--- config.mk ---
export PLATFORM = sky130hd
export DESIGN_NAME = key_scan
export DESIGN_NICKNAME = d
export VERILOG_FILES = /design/src/rtl/key_scan.sv
export SDC_FILE = /design/constraint.sdc
export NUM_CORES = 1
export LEC_CHECK = 0
export CORE_MARGIN = 4
export CORE_UTILIZATION = 44
export CTS_BUF_LIST = sky130_fd_sc_hd__clkbuf_4 sky130_fd_sc_hd__clkbuf_8 sky130_fd_sc_hd__clkbuf_16
export CTS_CLUSTER_DIAMETER = 30
export DETAILED_ROUTE_END_ITERATION = 8
export GPL_ROUTABILITY_DRIVEN = 0
export PLACE_DENSITY_LB_ADDON = 0.1
export SKIP_LAST_GASP = 1
export SLEW_MARGIN = 20
export SYNTH_ARGS = -nofsm -noshare
export SYNTH_HDL_FRONTEND = slang
export SYNTH_SLANG_ARGS = --single-unit
--- constraint.sdc ---
create_clock -name clk -period 2.5 [get_ports clk]
set_clock_uncertainty 0.05 [all_clocks]
set_input_delay 0.375 -clock clk [delete_from_list [all_inputs] [get_ports clk]]
set_output_delay 0.375 -clock clk [all_outputs]
set_load 0.03 [all_outputs]
--- src/rtl/key_scan.sv ---
// key_scan: 4-column x 3-row active-low keypad scanner with frame debounce.
// Drives one row low at a time, samples the synchronized columns at the end
// of each row dwell, assembles a 12-bit frame (bit = row*4 + col) and commits
// it to `key` once DB_FRAMES identical frames have been seen.
// Optional feature: define KEY_SCAN_GHOST_EN to reject frames with more than
// two pressed keys, where matrix ghosting can produce phantom keys.
module key_scan #(
   parameter int unsigned SCAN_DIV  = 1000,
   parameter int unsigned DB_FRAMES = 4
) (
   input  logic        clk,
   input  logic        rst_n,
   input  logic [3:0]  col_n,
   output logic [2:0]  row_n,
   output logic [11:0] key,
   output logic        key_vld
);

   localparam int unsigned DwW  = $clog2(SCAN_DIV);
   localparam int unsigned CntW = $clog2(DB_FRAMES);

   localparam logic [DwW-1:0]  DwLast  = DwW'(SCAN_DIV - 1);
   localparam logic [CntW-1:0] CntLast = CntW'(DB_FRAMES - 1);

   typedef enum logic [1:0] {
      StRow0,
      StRow1,
      StRow2
   } row_state_e;

   // Column synchronizer
   logic [3:0]      col_meta_q;
   logic [3:0]      col_s_q;

   // Row scan
   row_state_e      state_q, state_d;
   logic [DwW-1:0]  dwell_q, dwell_d;
   logic [2:0]      row_n_q, row_n_d;
   logic            sample;

   // Frame assembly: rows 0 and 1 are held until row 2 completes the frame
   logic [7:0]      frm_q, frm_d;
   logic [3:0]      col_hit;
   logic [11:0]     frame;
   logic            frame_done;
   logic            frame_ok;

   // Debounce
   logic [11:0]     cand_q, cand_d;
   logic [CntW-1:0] cnt_q, cnt_d;
   logic [CntW-1:0] cnt_inc;
   logic [11:0]     key_q, key_d;
   logic            key_vld_q, key_vld_d;

   // Two-flop synchronizer on the asynchronous column inputs
   always_ff @(posedge clk or negedge rst_n) begin
      if (!rst_n) begin
         col_meta_q <= 4'b1111;
         col_s_q    <= 4'b1111;
      end else begin
         col_meta_q <= col_n;
         col_s_q    <= col_meta_q;
      end
   end

   // Row FSM next state: each row lasts SCAN_DIV cycles, sampled on the last
   always_comb begin
      state_d = state_q;
      dwell_d = dwell_q + DwW'(1);
      sample  = 1'b0;
      if (dwell_q == DwLast) begin
         dwell_d = '0;
         sample  = 1'b1;
         case (state_q)
            StRow0:  state_d = StRow1;
            StRow1:  state_d = StRow2;
            StRow2:  state_d = StRow0;
            default: state_d = StRow0;
         endcase
      end
   end

   // Row drive is registered from the next state so it changes with the FSM
   always_comb begin
      row_n_d = 3'b110;
      case (state_d)
         StRow0:  row_n_d = 3'b110;
         StRow1:  row_n_d = 3'b101;
         StRow2:  row_n_d = 3'b011;
         default: row_n_d = 3'b110;
      endcase
   end

   // Row FSM state, dwell counter and row drive registers
   always_ff @(posedge clk or negedge rst_n) begin
      if (!rst_n) begin
         state_q <= StRow0;
         dwell_q <= '0;
         row_n_q <= 3'b110;
      end else begin
         state_q <= state_d;
         dwell_q <= dwell_d;
         row_n_q <= row_n_d;
      end
   end

   // Capture the active row's closed columns into the partial frame
   always_comb begin
      col_hit    = ~col_s_q;
      frm_d      = frm_q;
      frame      = {col_hit, frm_q};
      frame_done = sample && (state_q == StRow2);
      if (sample) begin
         case (state_q)
            StRow0:  frm_d[3:0] = col_hit;
            StRow1:  frm_d[7:4] = col_hit;
            default: frm_d      = frm_q;
         endcase
      end
   end

   // Partial frame register
   always_ff @(posedge clk or negedge rst_n) begin
      if (!rst_n) begin
         frm_q <= '0;
      end else begin
         frm_q <= frm_d;
      end
   end

`ifdef KEY_SCAN_GHOST_EN
   logic [3:0] ones;

   // Count pressed keys in the completed frame; more than two risks ghosting
   always_comb begin
      ones = '0;
      for (int i = 0; i < 12; i++) begin
         ones = ones + {3'b000, frame[i]};
      end
   end

   assign frame_ok = (ones <= 4'd2);
`else
   assign frame_ok = 1'b1;
`endif

   // Debounce update on the edge that completes each frame.
   // The frame that loads `cand` counts as the first identical frame, so the
   // commit happens on the frame that brings the count up to DB_FRAMES-1.
   always_comb begin
      cand_d    = cand_q;
      cnt_d     = cnt_q;
      key_d     = key_q;
      key_vld_d = 1'b0;
      cnt_inc   = (cnt_q == CntLast) ? cnt_q : (cnt_q + CntW'(1));
      if (frame_done) begin
         if (!frame_ok) begin
            cnt_d = '0;
         end else if (frame != cand_q) begin
            cand_d = frame;
            cnt_d  = '0;
         end else begin
            cnt_d = cnt_inc;
            if ((cnt_inc == CntLast) && (cand_q != key_q)) begin
               key_d     = cand_q;
               key_vld_d = 1'b1;
            end
         end
      end
   end

   // Debounce candidate, count and published key registers
   always_ff @(posedge clk or negedge rst_n) begin
      if (!rst_n) begin
         cand_q    <= '0;
         cnt_q     <= '0;
         key_q     <= '0;
         key_vld_q <= 1'b0;
      end else begin
         cand_q    <= cand_d;
         cnt_q     <= cnt_d;
         key_q     <= key_d;
         key_vld_q <= key_vld_d;
      end
   end

   assign row_n   = row_n_q;
   assign key     = key_q;
   assign key_vld = key_vld_q;

endmodule
==> metrics.cfg, run 1 <==
[sta]
fin_ws_ns = 0.188
worst_pin_slew_ns = 0.590
fmax_mhz = 432
rsz0062_at_grt = no
drv_slew = 0
min_period_ns = 2.31
slew_headroom = 0.607
final-hold-violation-count = 0
setup_viol = 0
final.setup.tns_ns = 0
period_share = 0.925

[pwr]
p_leak_nw = 1.60
peakVddDrop_uv = 465
power_density_nw_per_um2 = 641

[clock_network]
cts_made_buffers = 9
path_clk_slew_ns = 0.07
insertion_delay_ns = 0.33
cts_max_level = 3
cts_buffer_depth = 2
cts-resized-gates = 0
cts_sinks = 58
cts_tree = done
cts_root_buf = clkbuf_8

[logic_synthesis]
syn_avg_cell_area_um2 = 13.0
synth_top_area_frac = 0.473
synth_most_common_cell = dfrtp_1
yosys-top-cells-area = dfrtp_1, dfstp_2, xor2_1
synth_area_um2 = 2540
synth_cell_type_count = 33
yosysWarnings = 0
synth-seq-cells = 58
syn-instance-count = 195
ys.flop_type = dfrtp_1
ys_seq_area_frac = 0.576
async_flop_share = 1.00
synth-edff-count = 0
synth.largest_area_cell = dfrtp_1
syn-num-nets = 204
synth_common_cells = dfrtp_1, xor2_1, nor2_1, a21oi_1, inv_1

[routing]
antenna_left = 0
routed_wl_mm = 4.54
drcViolationCount = 0
vias_per_cell = 5.05
dr.first_iter.drc_count = 68
avgRoutedWirePerCell_um = 14.8
vias = 1554
drt-pass1-iter-count = 4

[setup_path]
r2r_start = dwell_q[0]
reg2reg_to = cand_q[6]
path_max_fanout = 9
crit_path_end_kind = register
r2r_cells = 7
max_stage_delay_ns = 0.41
timing.critical_path.arrival_ns = 2.47
startpoint_type = register
cp.required_ns = 2.66
timing_worst_setup_path_type = register to register
path_cells = ha_1 -> and2_1 -> and3_2 -> nand3b_2 -> nand2b_1 -> buf_4 -> mux2_2
slowest_stage = dfrtp_1
r2r_slack_ns = 0.19

[finish]
diodes = 0
area_delta_synth_final_pct = 22.6
nets = 240
layout-drive-gt1-share = 0.263

[global_route]
grt_first_pass_wirelength_mm = 7.91
gr-total-overflow = 0
grt_max_degree = 36
grt_pass1_vias = 1605
track_usage = 0.145
antenna_found_initial = 0

[hold_path]
hp-class = register to register
whs_endpoint = col_s_q[0]
holdPathStages = 0
holdCritStartpoint = col_meta_q[0]

[die]
die-area_um2 = 7060
rows = 27
initial_core_util = 0.459
die_w_um = 84.0
ioPinCount = 22
coreArea_um2 = 5540
die_h_um = 84.0

[placed_design]
dp_hpwl_mm = 3.27
portBuffers = 21
place_ws_ns = 0.197

[job]
drv_cap = 0

[run_status]
status = finished clean

[kinds of logic after synthesis]
| kind of cell | Yosys count | synth area share |
|---|---|---|
| simple gates | 47 | 0.119 |
| xor+xnor | 29 | 0.0999 |
| flops | 58 | 0.576 |
| fa+ha+maj | 3 | 0.0148 |
| mux | 25 | 0.124 |
| compound gates | 19 | 0.0409 |
| buf+inv | 14 | 0.0256 |
[state kept, by name, indices dropped and copies added (netlist names)]
register / cells
row_n: 3
cand_q: 12
col_s_q: 4
key: 12
frm_q: 8
key_vld: 1
state_q: 2
dwell_q: 10
col_meta_q: 4
cnt_q: 2
[placed cells by master (no fill, tap or decap), drive strengths merged, types with 10 or more instances in the layout]
cell type       n
clkbuf         12
xor2           23
inv            12
dfstp          10
mux2           21
clkdlybuf4s50  20
nor2           15
dfrtp          48
a21oi          12
[layout make-up]
| class | count | area (um2) |
|---|---|---|
| fill | 475 | 2430 |
| sequential | 58 | 1460 |
| multi-input combinational | 123 | 1010 |
| timing repair buffer | 27 | 265 |
| clock buffer | 12 | 165 |
| tap | 72 | 90.1 |
| clock inverter | 4 | 72.6 |
| inverter | 12 | 45.0 |
[critical path: cells and delay by family, from the launching register on]
kind / cells / cell delay (ns)
mux: 1 / 0.35
buf+inv: 1 / 0.25
simple gates: 4 / 0.88
fa+ha+maj: 1 / 0.26
flops: 1 / 0.41
[per-layer routing]
metal  vias up  part of all wire  GRT usage
li1        736                 -          -
met1       776              0.48      0.202
met2        33              0.46      0.205
met3         9             0.038     0.0415
met4         0             0.023     0.0746
met5         -                 0          0
[worst max path at each step]
stage	from	end	slack, ns
6_report	dwell_q[0]	cand_q[6]	0.19
3_5_place_dp	dwell_q[0]	cand_q[1]	0.20
5_1_grt	dwell_q[0]	cand_q[1]	0.07
2_1_floorplan	dwell_q[0]	cand_q[3]	0.43
4_1_cts	dwell_q[0]	cand_q[7]	0.18
3_3_place_gp	dwell_q[0]	cand_q[7]	0.26
[power breakdown]
| group | switching, mW | internal (mW) | total [mW] | leakage [nW] |
|---|---|---|---|---|
| sequential | 0.00531 | 0.951 | 0.956 | 0.762 |
| clock | 0.362 | 0.641 | 1.00 | 0.119 |
| combinational | 0.0229 | 0.0147 | 0.0376 | 0.723 |
| total | 0.390 | 1.61 | 2.00 | 1.60 |
[per-stage QoR]
step / utilization / instance area [um2] / hold slack [ns] / power (mW) / std cells
global route: 0.562 / 3110 / 0.315 / 2.08 / 308
finish: 0.562 / 3110 / 0.307 / 2.00 / 308
CTS: 0.562 / 3110 / 0.309 / 2.02 / 308
floorplan: - / 2540 / 0.0294 / 0.979 / 195
global placement: 0.517 / 2870 / 0.296 / 1.01 / 291
detailed placement: 0.517 / 2870 / 0.299 / 1.01 / 291
[timing repair]
| item | in CTS | in global routing |
|---|---|---|
| setup endpoints to repair | 0 | 0 |
| hold buffers | 1 | 0 |
| hold endpoints to repair | 3 | 0 |
| buffers inserted | 0 | 0 |
No activity file was read; power rests on OpenSTA's default activity.
==> run 2, diff against run 1 <==
SLEW_MARGIN = default   (was 20)
==> results of run 2 <==
Final layout, timing and power as in run 1 (identical DEF).
==> run 3, diff against run 2 <==
PLACE_DENSITY = 0.63   (was default)
PLACE_DENSITY_LB_ADDON = default   (was 0.1)
==> metrics.cfg, run 3 (synthesis gave the netlist of run 1 again) <==
[global_route]
grt_first_pass_wirelength_mm = 7.65  ; -3.3%
antenna_found_initial = 0  ; unchanged
gr-total-overflow = 0  ; unchanged
grt_max_degree = 35  ; -2.8%
grt_pass1_vias = 1552  ; -3.3%
track_usage = 0.139  ; -0.00578

[pwr]
p_leak_nw = 1.60  ; about the same
comb_power_share = 0.019  ; about the same
power_mw = 1.88  ; -5.8%
p_clk_frac = 0.472  ; -0.030
p_sw_uw = 369  ; -5.3%
peakVddDrop_uv = 316  ; -32%
p_seq_frac = 0.509  ; +0.030
swShare = 0.196  ; +0.00105
internal-power_mw = 1.51  ; -5.9%
power_density_nw_per_um2 = 606  ; -5.4%

[setup_path]
cp.required_ns = 2.65  ; about the same
path_max_fanout = 12  ; +3
timing.critical_path.arrival_ns = 2.36  ; -0.11 ns
r2r_start = col_s_q[2]
crit_path_end_kind = register
r2r_slack_ns = 0.29  ; +0.10 ns
reg2reg_to = key[7]
timing_worst_setup_path_type = register to register
r2r_cells = 6  ; -1
startpoint_type = register

[die]
die_w_um = 84.0  ; unchanged
coreArea_um2 = 5540  ; unchanged
initial_core_util = 0.459  ; unchanged
die_h_um = 84.0  ; unchanged
rows = 27  ; unchanged
die-area_um2 = 7060  ; unchanged
ioPinCount = 22  ; unchanged

[sta]
whs_ns = 0.00574  ; -0.301 ns
setup_viol = 0  ; unchanged
drv_slew = 0  ; unchanged
fmax_mhz = 453  ; +4.7%
rsz0062_at_grt = no
final.setup.tns_ns = 0  ; unchanged
period_share = 0.883  ; -0.0419
worst_pin_slew_ns = 0.599  ; +0.00945 ns
min_period_ns = 2.21  ; -0.105 ns
final-hold-violation-count = 0  ; unchanged
slew_headroom = 0.601  ; -0.00630

[clock_network]
cts_tree = done
cts_max_level = 3  ; unchanged
cts_buffer_depth = 2  ; unchanged
post_cts.repair.setup_buffers = 0  ; unchanged
cts_made_buffers = 9  ; unchanged
insertion_delay_ns = 0.32  ; about the same
ctsHoldBuffers = 0  ; -1
cts_root_buf = clkbuf_8
path_clk_slew_ns = 0.06  ; about the same
cts_sinks = 58  ; unchanged
cts-resized-gates = 0  ; unchanged

[routing]
vias_per_cell = 4.81  ; -4.7%
avgRoutedWirePerCell_um = 14.1  ; -4.5%
antenna_left = 0  ; unchanged
drt-pass1-iter-count = 4  ; unchanged
routed_wl_mm = 4.35  ; -4.2%
vias = 1485  ; -4.4%
drcViolationCount = 0  ; unchanged
dr.first_iter.drc_count = 61  ; -10%

[finish]
mostFrequentLayoutCell = dfrtp_1
area_delta_synth_final_pct = 22.1
diodes = 0  ; unchanged
layout-drive-gt1-share = 0.270  ; +0.00733
nets = 241  ; +0.42%
final_cell_mix = dfrtp_1, xor2_1, clkdlybuf4s50_1, nor2_1

[hold_path]
hp-class = primary input to asynchronous set/reset pin

[placed_design]
portBuffers = 21  ; unchanged
dp_hpwl_mm = 2.98  ; -8.6%

[run_status]
status = finished clean

[job]
drv_cap = 0  ; unchanged

[run 3: cell types whose count changed in the layout (fill, tap and decap cells not counted), sizes merged]
cell,change
clkbuf,+2
dlygate4sd3,-1
buf,+2
clkinvlp,-1
bufinv,-1
[run 3: worst max path at each step]
| stage | from | cells after the start | slack, ns | endpoint |
|---|---|---|---|---|
| after floorplan | dwell_q[0] | 7 | 0.43 | cand_q[3] |
| after global placement | col_s_q[2] | 6 | 0.27 | key[7] |
| after detailed placement | col_s_q[2] | 6 | 0.27 | key[7] |
| after CTS | col_s_q[2] | 6 | 0.26 | key[7] |
| after global routing | dwell_q[0] | 7 | 0.19 | key[7] |
| final | col_s_q[2] | 6 | 0.29 | key[7] |
[run 3: layout make-up]
type | instances | area, um2
multi-input cells | 123 | 1010
clock buffers | 14 | 174
inverters | 12 | 45.0
well taps | 72 | 90.1
fillers | 501 | 2440
flip-flops and latches | 58 | 1460
repair buffers | 28 | 283
clock inverters | 2 | 35.0
[run 3: metal layers]
layer | wire length (um) | track usage
met4 | 46 | 0.0746
met3 | 168 | 0.0355
met1 | 2260 | 0.202
met2 | 1880 | 0.189
met5 | 0 | 0
[run 3: critical path: stages (launching register included)]
cell and delay, ns:
dfstp_2 0.57, xnor2_1 0.10, nor4_2 0.33, nand3_2 0.17, nor4b_4 0.33, buf_12 0.20
mux2_2 0.33
[run 3: metrics by stage]
stage | worst slack (ns) | area [um2] | util | instances
after floorplan | 0.432 | 2540 | - | 195
after global placement | 0.275 | 2890 | 0.522 | 293
after detailed placement | 0.274 | 2890 | 0.522 | 293
after CTS | 0.261 | 3100 | 0.560 | 309
after global routing | 0.193 | 3100 | 0.560 | 309
final | 0.292 | 3100 | 0.560 | 309
[run 3: power by group through the flow]
stage / logic [mW] / clock network [mW] / registers (mW)
detailed placement: 0.0382 / 0 / 0.973
floorplan: 0.00733 / 0 / 0.971
CTS: 0.0385 / 0.915 / 0.957
global placement: 0.0381 / 0 / 0.973
finish: 0.0363 / 0.888 / 0.957
global route: 0.0418 / 0.962 / 0.957
